--- src/rtl/wb_stage.sv ---
// wb_stage: writeback buffer between the memory stage and the register file.
// Results are turned into final write data (load byte/halfword extraction and
// extension) on the way in and queued in a DEPTH-entry FIFO. The head entry
// drives the register-file write port and the decode-stage forwarding taps.
//
// Ports:
//   clk, reset        clock; synchronous active-low reset
//   mem_valid/ready   memory-stage handshake (ready = buffer not full)
//   mem_rd            destination register (x0 results are accepted and dropped)
//   mem_alu_res       ALU result, or load byte address (bits [1:0] = offset)
//   mem_data          raw aligned load word
//   mem_is_load       select extracted load data instead of the ALU result
//   mem_funct3        load size/sign (LB/LH/LW/LBU/LHU; others behave as LW)
//   rf_we/waddr/wdata register-file write port, driven from the head entry
//   rf_ready          write port granted; commit = rf_we && rf_ready
//   fwd_valid/rd/data copy of the head entry for forwarding
//   retire_cnt        number of committed writes (wraps)
module wb_stage #(
  parameter int unsigned DEPTH = 2
) (
  input  logic        clk,
  input  logic        reset,
  input  logic        mem_valid,
  output logic        mem_ready,
  input  logic [4:0]  mem_rd,
  input  logic [31:0] mem_alu_res,
  input  logic [31:0] mem_data,
  input  logic        mem_is_load,
  input  logic [2:0]  mem_funct3,
  output logic        rf_we,
  output logic [4:0]  rf_waddr,
  output logic [31:0] rf_wdata,
  input  logic        rf_ready,
  output logic        fwd_valid,
  output logic [4:0]  fwd_rd,
  output logic [31:0] fwd_data,
  output logic [31:0] retire_cnt
);

  localparam int unsigned AW = (DEPTH > 1) ? $clog2(DEPTH) : 1;
  localparam int unsigned CW = $clog2(DEPTH) + 1;

  logic [4:0]    r_rd   [DEPTH];
  logic [31:0]   r_data [DEPTH];
  logic [AW-1:0] r_wptr;
  logic [AW-1:0] r_rptr;
  logic [CW-1:0] r_count;
  logic [31:0]   r_retire;

  logic          w_full;
  logic          w_empty;
  logic          w_push;
  logic          w_commit;
  logic [7:0]    w_byte;
  logic [15:0]   w_half;
  logic [31:0]   w_wdata;

  assign w_full  = (r_count == CW'(DEPTH));
  assign w_empty = (r_count == '0);

  // x0 writes complete the handshake but never occupy an entry.
  assign w_push   = mem_valid && !w_full && (mem_rd != 5'd0);
  assign w_commit = !w_empty && rf_ready;

  always_comb begin
    w_byte  = '0;
    w_half  = '0;
    w_wdata = mem_alu_res;
    case (mem_alu_res[1:0])
      2'd0:    w_byte = mem_data[7:0];
      2'd1:    w_byte = mem_data[15:8];
      2'd2:    w_byte = mem_data[23:16];
      default: w_byte = mem_data[31:24];
    endcase
    w_half = mem_alu_res[1] ? mem_data[31:16] : mem_data[15:0];
    if (mem_is_load) begin
      case (mem_funct3)
        3'b000:  w_wdata = {{24{w_byte[7]}}, w_byte};
        3'b001:  w_wdata = {{16{w_half[15]}}, w_half};
        3'b100:  w_wdata = {24'd0, w_byte};
        3'b101:  w_wdata = {16'd0, w_half};
        default: w_wdata = mem_data;
      endcase
    end
  end

  always_ff @(posedge clk) begin
    if (!reset) begin
      r_wptr   <= '0;
      r_rptr   <= '0;
      r_count  <= '0;
      r_retire <= '0;
    end else begin
      if (w_push) begin
        r_rd[r_wptr]   <= mem_rd;
        r_data[r_wptr] <= w_wdata;
        r_wptr         <= r_wptr + AW'(1);
      end
      if (w_commit) begin
        r_rptr   <= r_rptr + AW'(1);
        r_retire <= r_retire + 32'd1;
      end
      case ({w_push, w_commit})
        2'b10:   r_count <= r_count + CW'(1);
        2'b01:   r_count <= r_count - CW'(1);
        default: r_count <= r_count;
      endcase
    end
  end

  // Head fields are forced to zero when empty so stale entries never show.
  assign mem_ready  = !w_full;
  assign rf_we      = !w_empty;
  assign rf_waddr   = w_empty ? 5'd0  : r_rd[r_rptr];
  assign rf_wdata   = w_empty ? 32'd0 : r_data[r_rptr];
  assign fwd_valid  = rf_we;
  assign fwd_rd     = rf_waddr;
  assign fwd_data   = rf_wdata;
  assign retire_cnt = r_retire;

endmodule

--- config.mk ---
export PLATFORM = sky130hd
export DESIGN_NAME = wb_stage
export DESIGN_NICKNAME = d
export VERILOG_FILES = /design/src/rtl/wb_stage.sv
export SDC_FILE = /design/constraint.sdc
export NUM_CORES = 1
export LEC_CHECK = 0
export BUFFER_PORTS_ARGS = -buffer_cell sky130_fd_sc_hd__buf_4
export CAP_MARGIN = 20
export CORE_MARGIN = 1
export CORE_UTILIZATION = 57
export CTS_BUF_LIST = sky130_fd_sc_hd__clkbuf_8
export DETAILED_ROUTE_END_ITERATION = 16
export GPL_ROUTABILITY_DRIVEN = 0
export GPL_TIMING_DRIVEN = 0
export HOLD_SLACK_MARGIN = 0.1
export PLACE_DENSITY = 0.91
export SYNTH_ARGS = -nofsm -noshare
export SYNTH_HDL_FRONTEND = slang
export SYNTH_SLANG_ARGS = --single-unit
--- constraint.sdc ---
create_clock -name clk -period 6.75 [get_ports clk]
set_clock_uncertainty 0.2 [all_clocks]
set_input_delay 1.0125 -clock clk [delete_from_list [all_inputs] [get_ports clk]]
set_output_delay 1.0125 -clock clk [all_outputs]
set_load 0.01 [all_outputs]
# After elaboration in Yosys (flattened, before gate mapping)
# Memory sizes are Yosys's and may differ from the RTL's. A register that Yosys moved wholly into a read port is not among the register bits.
# Index checks and enable logic that the tools add are counted.
# W data, S select, Z words.
[op_classes]
addsub = 5
eq_ne = 8
muxes = 14
reduce_logical = 10
[op_table]
columns = ["cell", "n"]
rows = [
  ["$pmux W32 S4", 1],
  ["$mux W32", 2],
  ["$add A32 B1 Y32 const B", 1],
  ["$pmux W8 S3", 1],
  ["$mux W16", 1],
  ["$mux W1", 7],
  ["$eq A2 B2 Y1 const B", 3],
  ["$eq A3 B3 Y1 const B", 2],
  ["$mux W5", 1],
  ["$reduce_bool A5 Y1", 1],
  ["$eq A2 B1 Y1 const B", 2],
  ["$logic_not A2 Y1", 2],
  ["$pmux W2 S2", 1],
  ["$eq A3 B1 Y1 const B", 1],
  ["$logic_and A1 B1 Y1", 3],
  ["$logic_not A3 Y1", 1],
  ["$add A1 B1 Y1 const B", 2],
  ["$add A2 B1 Y2 const B", 1],
  ["$logic_not A1 Y1", 2],
  ["$reduce_bool A2 Y1", 1],
  ["$sub A2 B1 Y2 const B", 1],
]
[totals]
inputBits = 77
out_inout_bits = 109
mem_count = 2
mem_bits_rw = 74
wordCells = 43
reg_bits = 36
[mem_list]
columns = ["memory", "depth", "word_bits", "read_ports", "rd_clocked_by_memory_dff", "wr", "line_no", "source"]
rows = [
  ["r_data", 2, 32, 1, 1, 1, "44", "logic [31:0] r_data [DEPTH];"],
  ["r_rd", 2, 5, 1, 1, 1, "43", "logic [4:0] r_rd [DEPTH];"],
]

# Longest topological paths before layout
[logic_depth]
word_depth = 7
depth_mapped = 9
depth_no_buf = 8

# Worst setup path after synthesis
# OpenSTA, ideal clock, no wires.
[synth_path]
path_kind = "input port to flip-flop"
startpoint = "input port reset"
endpoint = "memory r_data[0][0], enable pin"
setup_time_ps = 477
required_time_ps = 6073
path_stages = 3
path_slack_ps = 2226
path_buffers = 1
t_arrival_ps = 3847
path_cell_list = "inv_1 clkbuf_1 nor3_1"
[synth_via]
elab_chain_cells = 2
[synth_rtl]
columns = ["item", "line_no", "source"]
rows = [
  ["from (decl)", "22", "input logic reset,"],
  ["$mux W1", "88", "if (!reset) begin"],
  ["$mux W1 (implied by the code)", "96", "r_data[r_wptr] <= w_wdata;"],
  ["to (decl)", "44", ""],
]
# Every way passes these cells.

==> reports/qor.yml <==
end_kind: "output pin"
cts_resized: 0
static_leakage_nw: 2.98
crit_path_max_incr_delay_ns: 0.62
ioPinCount: 186
clk_pin_slew_ns: 0.09
vias: 4903
syn2layout_area_growth_pct: 31.9
drt_wl_total_um: 14800
insertedDiodeCount: 0
clock_tree.htree_level_count: 3
fin_crit_sh_pct: 55.8
preCtsSetupSlack_ns: 3.38
crit_fanout: 10
postCtsHoldBufs: 0
die_area_mm2: 0.0103
drc_viols: 0
crit_type: "reg -> out"
crit_path_cell_trace: "clkbuf_1 > buf_1 > mux2i_1 > nor2_1 > buf_4 > buf_4"
fp.dieH_um: 101
worst_hold_path_type: "reg -> reg"
result_of_the_run: "completed"
rsz_0062_raised_after_global_routing: "false"
timing.setup.tns_ns: 0
synth_fp_nets: 599
fin_nets: 799
post_synth_num_cell_types: 45
synth_enable_flop_cells: 74
number_of_buffers_inserted_during_clock_tree_synthesis: 9
clkLatencyLatePin_ns: 0.36
timing.critical_path.mode_cell: "buf_4"
netlist_area_mm2: 0.00562
effective_utilization_at_floorplan_pct: 59.7
cts_tree: "yes"
yosys_synthesis_warning_count: 0
most_numerous_cell_in_the_yosys_netlist: "edfxtp_1"
root_buffer: "clkbuf_8"
cts_buffer_depth: 2
timing.critical_path.from_type: "register"
most_frequent_cells_after_synthesis: "74 x edfxtp_1, 53 x nor2_1, 38 x buf_4, 38 x mux2i_1, 37 x dfxtp_1"
pwr_dens_mw_per_mm2: 308
timing.critical_path.slowest_stage_cell: "buf_1"
maxSlewViolCount: 0
postSynthCellCount: 520
number_of_cell_rows: 35
first_pass_grt_wire_length_um: 22300
maximum_number_of_pins_on_one_net_before_global_route_repair: 18
syn_area_per_cell_um2: 10.8
fmaxAchievable_mhz: 266
globalRouteTotalUtil_pct: 28.6
fp.coreArea_mm2: 0.00942
required_time_of_the_worst_setup_path_ns: 5.54
initialDrtViolationCount: 309
ys_async_sr_fraction_pct: 0
synthDominantAreaCellType: "edfxtp_1"
via_count_of_the_first_global_routing_pass: 4615
final_hold_viol_count: 0
vdd_drop_max_mv: 0.206
ant_nets: 0
timing.slew.headroom_pct: 51.7
fin_ws_ns: 2.98
number_of_antenna_violations_at_the_first_check_in_global_routing: 0
die_width_um: 101
worst-slew-pin-transition_ns: 0.724
dr.pass1.iters: 5
synthTopCellsByArea: "edfxtp_1 40%, dfxtp_1 13%, mux2i_1 6.8%"
fill_cells: 616
numPortBuffers: 183
post_cts.repair.setup_buffers: 0
clk_sink_count: 111
synth-seq-cells: 111
ys_dominant_reg_cell: "edfxtp_1"
grt_overflow: 0
detailed_place_hpwl_um: 11600
wire_per_inst_um: 17.4
layout-drive-gt1-share_pct: 37.0
finalSetupViolations: 0
critPathArrivalTime_ns: 2.55
max_cap_viol_count: 0
synth.yosys.seq_area_share_pct: 52.7
fin_crit_ns: 3.77
yosys.area.top_type_share_pct: 39.5
via_per_inst: 5.75
==> cell families after synthesis <==
| kind of cell | Yosys count | synth area share (%) |
|---|---|---|
| muxes | 53 | 9.97 |
| DFF | 111 | 52.7 |
| and+or+nand+nor | 144 | 13.2 |
| buffers and inverters | 92 | 8.90 |
| AOI/OAI and AO/OA | 106 | 12.9 |
| xor gates and xnor gates | 12 | 1.87 |
| adders and majority gates | 2 | 0.445 |
==> report_power, final <==
group          internal, mW  total [mW]  switching (mW)
sequential            0.792       0.814          0.0229
clock                 0.166       0.371           0.205
combinational         0.561        1.10           0.535
total                  1.52        2.28           0.763
==> through the flow <==
step / hold slack, ns / cells / total power [mW] / utilization (%) / cell area, µm²
after global placement: 0.272 / 832 / 1.89 / 76.0 / 7160
after global routing: 0.329 / 853 / 2.41 / 78.7 / 7410
after CTS: 0.305 / 853 / 2.29 / 78.7 / 7410
after detailed placement: 0.287 / 838 / 1.93 / 76.8 / 7230
after floorplan: 0.272 / 520 / 1.43 / - / 5620
final: 0.298 / 853 / 2.28 / 78.7 / 7410
==> flip-flops by register name, indices dropped and copies added, names as in the netlist, named ones only <==
| register | flops |
|---|---|
| r_rptr | 1 |
| r_wptr | 1 |
| r_rd | 10 |
| r_data | 64 |
| r_count | 2 |
| retire_cnt | 32 |
==> placed cells by master, fill, tap and decap left out, drive strengths merged, types with 2 or more instances in the layout <==
master	n
buf	237
edfxtp	74
nor2	53
mux2i	38
dfxtp	37
a21oi	35
clkbuf	32
inv	22
nand2	20
or4	17
o21ai	16
o31ai	16
mux2	14
a221o	13
nand2b	11
nand3	11
xnor2	9
o22ai	7
o221ai	7
or3	7
nand4	6
and4	5
nor3	5
and3	4
a211o	3
xor2	3
clkinv	3
and2	2
ha	2
o211ai	2
==> metal layers <==
metal	vias up	share of wire (%)	global-route usage [%]
met5	-	0	0
met4	0	4.4	15.4
met3	60	7.6	4.62
met2	267	50	49.6
met1	2289	38	34.3
li1	2287	-	-
==> final timing paths <==
check                                     from        endpoint  slack [ns]  cells past startpoint
worst max-delay path                  register     rf_wdata[8]        2.98                      6
worst min-delay path            retire_cnt[23]  retire_cnt[23]        0.30                      2
worst max register to register   retire_cnt[0]  retire_cnt[30]        4.44                      6
worst min register to register  retire_cnt[23]  retire_cnt[23]        0.30                      2
==> final cells by class <==
| type | count | area [µm²] | share of cell area, % |
|---|---|---|---|
| plain buffers | 71 | 422 | 5.69 |
| inverters | 21 | 78.8 | 1.06 |
| repair buffers | 189 | 1440 | 19.4 |
| multi-input cells | 317 | 2170 | 29.2 |
| clock inverters | 6 | 55.1 | 0.743 |
| flip-flops and latches | 111 | 2960 | 40.0 |
| clock buffers | 9 | 124 | 1.67 |
| well taps | 129 | 161 | 2.18 |
==> worst max-delay path, delay by kind of cell, from the launching register on <==
kind	cells	cell delay (ns)
buffers and inverters	4	1.45
flip-flops	1	0.31
multiplexers	1	0.16
AND/OR/NAND/NOR	1	0.28
No activity file was read; power rests on OpenSTA's default activity.
